`config.mk`:
```
export PLATFORM = sky130hd
export DESIGN_NAME = uart_cmd_queue_tx
export DESIGN_NICKNAME = d
export VERILOG_FILES = /design/src/rtl/uart_cmd_pkg.sv /design/src/rtl/uart_cmd_queue_tx_fifo.sv /design/src/rtl/uart_cmd_queue_tx.sv
export SDC_FILE = /design/constraint.sdc
export NUM_CORES = 1
export LEC_CHECK = 0
export BUFFER_PORTS_ARGS = -buffer_cell sky130_fd_sc_hd__buf_2
export CAP_MARGIN = 20
export CORE_MARGIN = 3
export CORE_UTILIZATION = 54
export DETAILED_ROUTE_END_ITERATION = 12
export PLACE_DENSITY_LB_ADDON = 0.1
export SETUP_SLACK_MARGIN = 0.4
export SKIP_CTS_REPAIR_TIMING = 1
export SLEW_MARGIN = 15
export SYNTH_ARGS = -nofsm -noshare
export SYNTH_HDL_FRONTEND = slang
export SYNTH_SLANG_ARGS = --single-unit
```
`constraint.sdc`:
```
create_clock -name clk -period 6.4 [get_ports clk]
set_clock_uncertainty 0.15 [all_clocks]
set_input_delay 1.28 -clock clk [delete_from_list [all_inputs] [get_ports clk]]
set_output_delay 1.28 -clock clk [all_outputs]
set_load 0.005 [all_outputs]
```
`src/rtl/uart_cmd_pkg.sv`:
```
// uart_cmd_pkg: shared types and constants for the queued UART command transmitter
package uart_cmd_pkg;
  typedef enum logic [2:0] {IDLE, START, DATA, PAR, STOP, GAP} tx_state_t;
  typedef enum logic [1:0] {PAR_NONE, PAR_EVEN, PAR_ODD} parity_e;
  localparam int BAUD_DIV_19200 = 2604;
endpackage

```
`src/rtl/uart_cmd_queue_tx_fifo.sv`:
```
// cmd_sync_fifo: synchronous FIFO with registered full/empty/count and a drop-on-full overflow pulse
module cmd_sync_fifo #(
  parameter int WIDTH = 8,
  parameter int DEPTH = 8
) (
  input  logic                       clk,
  input  logic                       rst_n,
  input  logic                       wr_en,
  input  logic [WIDTH-1:0]           wr_data,
  input  logic                       rd_en,
  output logic [WIDTH-1:0]           rd_data,
  output logic                       full,
  output logic                       empty,
  output logic [$clog2(DEPTH+1)-1:0] count,
  output logic                       ovf
);
  localparam int AW = $clog2(DEPTH);
  localparam int CW = $clog2(DEPTH+1);
  logic [WIDTH-1:0] mem [DEPTH];
  logic [AW-1:0] wr_ptr, rd_ptr;
  logic [CW-1:0] count_nx;
  logic push, pop;
  assign push = wr_en && !full;
  assign pop = rd_en && !empty;
  assign count_nx = count + CW'(push) - CW'(pop);
  assign rd_data = mem[rd_ptr];
  always_ff @(posedge clk)
    if (push) mem[wr_ptr] <= wr_data;
  always_ff @(posedge clk or negedge rst_n)
    if (!rst_n) begin
      wr_ptr <= '0;
      rd_ptr <= '0;
      count <= '0;
      full <= 1'b0;
      empty <= 1'b1;
      ovf <= 1'b0;
    end else begin
      wr_ptr <= wr_ptr + AW'(push);
      rd_ptr <= rd_ptr + AW'(pop);
      count <= count_nx;
      full <= count_nx == CW'(DEPTH);
      empty <= count_nx == '0;
      ovf <= wr_en && full;
    end
endmodule

```
`src/rtl/uart_cmd_queue_tx.sv`:
```
// uart_cmd_queue_tx: FIFO-buffered UART transmitter that serialises queued command words back-to-back
module uart_cmd_queue_tx
  import uart_cmd_pkg::*;
#(
  parameter int BAUD_DIV  = BAUD_DIV_19200,
  parameter int DATA_BITS = 8,
  parameter int PARITY    = 0,
  parameter int STOP_BITS = 1,
  parameter int GAP_BITS  = 0,
  parameter int DEPTH     = 8
) (
  input  logic                       clk,
  input  logic                       rst_n,
  input  logic                       wr_en,
  input  logic [DATA_BITS-1:0]       wr_data,
  output logic                       full,
  output logic                       empty,
  output logic [$clog2(DEPTH+1)-1:0] count,
  output logic                       ovf,
  output logic                       TX,
  output logic                       busy,
  output logic                       tx_done,
  output logic                       all_done
);
  localparam int M1 = DATA_BITS > STOP_BITS ? DATA_BITS : STOP_BITS;
  localparam int MAXB = M1 > GAP_BITS ? M1 : GAP_BITS;
  localparam int BW = $clog2(MAXB);
  localparam int BCW = $clog2(BAUD_DIV);
  localparam logic [BCW-1:0] BAUD_LAST = BCW'(BAUD_DIV - 1);
  localparam logic [BW-1:0] DATA_LAST = BW'(DATA_BITS - 1);
  localparam logic [BW-1:0] STOP_LAST = BW'(STOP_BITS - 1);
  localparam logic [BW-1:0] GAP_LAST = BW'(GAP_BITS - 1);
  localparam parity_e PMODE = parity_e'(PARITY);
  tx_state_t state;
  logic [BCW-1:0] baud;
  logic [BW-1:0] bitc;
  logic [DATA_BITS-1:0] shreg, head;
  logic par_bit, bit_end, pop;
  assign bit_end = baud == BAUD_LAST;
  assign pop = state == IDLE && !empty;
  assign all_done = empty && !busy;
  cmd_sync_fifo #(.WIDTH(DATA_BITS), .DEPTH(DEPTH)) u_fifo (
    .clk(clk), .rst_n(rst_n), .wr_en(wr_en), .wr_data(wr_data), .rd_en(pop), .rd_data(head),
    .full(full), .empty(empty), .count(count), .ovf(ovf)
  );
  // TX is driven from the registered state, so the line trails the FSM by one clock
  always_ff @(posedge clk or negedge rst_n)
    if (!rst_n) begin
      state <= IDLE;
      baud <= '0;
      bitc <= '0;
      shreg <= '0;
      par_bit <= 1'b0;
      busy <= 1'b0;
      tx_done <= 1'b0;
      TX <= 1'b1;
    end else begin
      tx_done <= 1'b0;
      TX <= (state == START) ? 1'b0 : (state == DATA) ? shreg[0] : (state == PAR) ? par_bit : 1'b1;
      baud <= (state == IDLE || bit_end) ? '0 : baud + 1'b1;
      case (state)
        IDLE: if (!empty) begin
          shreg <= head;
          par_bit <= (PMODE == PAR_ODD) ? ~^head : ^head;
          bitc <= '0;
          busy <= 1'b1;
          state <= START;
        end
        START: if (bit_end) state <= DATA;
        DATA: if (bit_end) begin
          shreg <= shreg >> 1;
          bitc <= (bitc == DATA_LAST) ? '0 : bitc + 1'b1;
          if (bitc == DATA_LAST) state <= (PMODE != PAR_NONE) ? PAR : STOP;
        end
        PAR: if (bit_end) state <= STOP;
        STOP: if (bit_end) begin
          bitc <= (bitc == STOP_LAST) ? '0 : bitc + 1'b1;
          if (bitc == STOP_LAST) begin
            tx_done <= 1'b1;
            busy <= GAP_BITS != 0;
            state <= (GAP_BITS != 0) ? GAP : IDLE;
          end
        end
        GAP: if (bit_end) begin
          bitc <= (bitc == GAP_LAST) ? '0 : bitc + 1'b1;
          if (bitc == GAP_LAST) begin
            busy <= 1'b0;
            state <= IDLE;
          end
        end
        default: state <= IDLE;
      endcase
    end
endmodule

```
==> qor.txt <==
Run status: complete, no violations
Final period utilization: 47.28%
Ys flop type: edfxtp_1
Worst Path Arrival: 3.17 ns
Launch point of the worst path: state[1]
DRC viols: 0
Number of top-level pins: 22
Number of distinct library cells after synthesis: 46
Via count of the first global-routing pass: 2629
Syn Inst Count: 316
Areal power density over the cells: 293.6 nW/µm²
Highest clock frequency the design can meet: 330.5 MHz
Largest vdd supply drop: 0.2028 mV
Total global-route track usage: 17.77%
Antenna Violating Nets Remaining: 0
Number of buffers added by the clock tree synthesis step: 9
Core box area: 8341 µm²
Aggregate global routing overflow: 0
Critical-path maximum fanout: 22
Kind of cell adding the most delay to the critical path: adder cells
Number of synthesized flops with an enable pin: 64
Transition time at the pin with the least slew margin: 0.8611 ns
Final Slew Violations: 0
TritonCTS clock tree: built
Commonest cells in the synthesized netlist: edfxtp_1 (64), dfrtp_1 (41), nor2_1 (26), a21oi_1 (17), inv_1 (16)
CP Buf/Inv Count: 4
Data required time of the critical path: 6.54 ns
Die footprint: 9844 µm²
Final estimated routing congestion in global placement: 0.7533
Maximum capacitance violations: 0
Via count: 2518
Setup TNS: 0 ns
Critical path's largest stage delay: 0.75 ns
Final Hold Fails: 0
Routed length per instance: 17.46 µm
Clock edge transition at the registers on the reported setup and hold paths: 0.10 ns
Worst max-slew margin expressed relative to the limit: 42.60%
Crit path kind: register to register
Total power: 1493 µW
Final Critical Period: 3.026 ns
Maximum number of buffers from clock root to sink: 2
Slowest CP cell: dfrtp_1
Startpoint Class: register
Signed area change from the synthesized netlist to the final layout: 8.400%
Cell Count, Final, Fillers Out: 451
Detail-routed via count per cell: 5.583
Worst-Skew Late Latency: 0.35 ns
Post-layout nets: 365
WL final: 7875 µm
Reg-to-Reg Start: state[1]
Most numerous cell on the critical path: inv_1
Die Ht: 99.22 µm
Dominant cell by count in the synthesized netlist: edfxtp_1
Fraction of layout cells with a size suffix above 1: 19.65%
Class of the tightest hold or removal check: register to register
TritonRoute pass-1 iters: 4
Worst setup timing slack at the placement stage: 3.036 ns
Number of antenna violations at the first check in global routing: 0
Chip Width: 99.22 µm
Dominant cell type by area after synthesis: edfxtp_1
Share of flip-flops with an asynchronous set or reset after synthesis: 40.19%
HPWL after DPL: 5453 µm
Warnings from Yosys: 0
Fraction of the yosys area taken by sequential cells: 63.95%
Iteration-0 DRC count of the detailed router: 142
Post-synth design cell area: 4692 µm²
Root cell of the clock tree: clkbuf_8
Final count of negative-setup-slack endpoints: 0
Clock H-tree levels: 3
Leakage power: 0.001944 µW
Area of all placed cells without fillers: 5086 µm²
Row Count: 33
Initial core utilization: 56.26%
Post-placement cell count: 432
Antenna fix cells: 0
RSZ-0062 raised after global routing: no
Largest net degree at the start of global routing: 44
Post-Syn Nets: 340
Top area cells in the synthesized netlist: edfxtp_1 (41%), dfrtp_1 (22%), mux4_2 (6.7%), ha_1 (3.2%), mux2i_4 (2.9%)
Setup WS post-layout: 3.374 ns
Start point of the worst min-delay path: baud[0]
#FFs+latches synth: 107
Clock Sink Count: 107
First-pass GRT wire length: 13520 µm
Syn avg cell area: 14.85 µm²
Yosys top cell area share: 40.96%
Number of buffer cells added on primary ports: 21
CP cell instances: nor2_1 -> nand2_1 -> inv_1 -> ha_1 -> inv_1 -> ha_1 -> inv_1 -> fa_1 -> inv_1 -> or3_1 -> nor2b_1
Kind of end point of the critical path: register
Cell area after placement: 4863 µm²
==> cell families (layout without fill, tap and decap cells) <==
family	after synthesis	count (layout)	share of synthesized area, %
buffers and inverters	27	57	2.827
adder cells (fa/ha/maj)	13	13	3.627
XOR/XNOR	20	20	3.733
multiplexers	30	30	12.59
AND/OR/NAND/NOR	82	82	8.693
flip-flops	107	107	63.95
AO/OA/AOI/OAI	37	37	4.587
==> cells in the final DEF, fill, tap and decap left out, types with 2 or more instances in the layout <==
cell,n
o22ai_1,2
a21oi_1,17
edfxtp_1,64
nor2b_1,10
or3_1,4
buf_2,22
mux4_1,2
o21ai_0,3
xor2_1,8
inv_1,16
o21ai_1,6
clkbuf_8,9
nand4_1,3
a22oi_1,2
nor2_1,26
inv_6,2
and3_1,2
ha_1,12
nor3_1,6
xnor2_1,12
dfrtp_1,41
mux2_2,6
mux4_2,14
clkbuf_1,2
dfstp_2,2
mux2i_4,6
and2_1,2
mux2i_1,2
nand2_1,15
clkinv_4,2
nand3_1,3
nand2b_1,4
==> area by class of cell <==
type / count / area, µm²
clock inverter: 5 / 46.29
multi-input combinational: 182 / 1564
inverter: 16 / 60.06
clock buffer: 11 / 131.4
timing repair buffer: 25 / 152.6
fill: 665 / 3254
tap: 105 / 131.4
sequential: 107 / 3000
==> worst paths after layout <==
| kind | endpoint | slack [ns] | depth (start not counted) |
|---|---|---|---|
| min in group asynchronous | baud[6] | 0.69 | 1 |
| setup reg to reg | u_fifo.full | 3.37 | 11 |
| hold reg to reg | baud[0] | 0.34 | 1 |
| setup / recovery | u_fifo.full | 3.37 | 11 |
| hold / removal | baud[0] | 0.34 | 1 |
| max in group asynchronous | u_fifo.empty | 4.86 | 2 |
==> state kept, by name, summed over array words and instances (netlist names) <==
name	count
TX	1
baud	12
bitc	3
busy	1
par_bit	1
shreg	8
state	3
tx_done	1
u_fifo.count	4
u_fifo.empty	1
u_fifo.full	1
u_fifo.mem	64
u_fifo.ovf	1
u_fifo.rd_ptr	3
u_fifo.wr_ptr	3
==> stage by stage <==
step | hold WS [ns] | util, %
after floorplan | 0.2970 | -
after global placement | 0.3203 | 58.31
after detailed placement | 0.3295 | 58.31
after CTS | 0.3445 | 60.44
after global routing | 0.3832 | 60.98
final | 0.3355 | 60.98
==> layer usage <==
metal,track usage [%],wire [µm]
met1,25.28,3719
met2,28.36,3834
met3,3.366,231
met4,5.147,89
met5,0,0
==> report_power, final <==
| part | internal, µW | switching, µW | leakage (µW) | total, µW |
|---|---|---|---|---|
| combinational | 109 | 136 | 0.000742 | 245 |
| sequential | 829 | 42.7 | 0.00111 | 872 |
| clock | 149 | 227 | 0.0000904 | 376 |
| total | 1090 | 405 | 0.00194 | 1490 |
==> worst register-to-register path, cell delays in order, from the launching register on <==
cell	delay [ns]
dfrtp_1	0.75
nor2_1	0.17
nand2_1	0.23
inv_1	0.12
ha_1	0.28
inv_1	0.06
ha_1	0.16
inv_1	0.06
fa_1	0.47
inv_1	0.05
or3_1	0.36
nor2b_1	0.12
(Power assumes the default switching activity.)
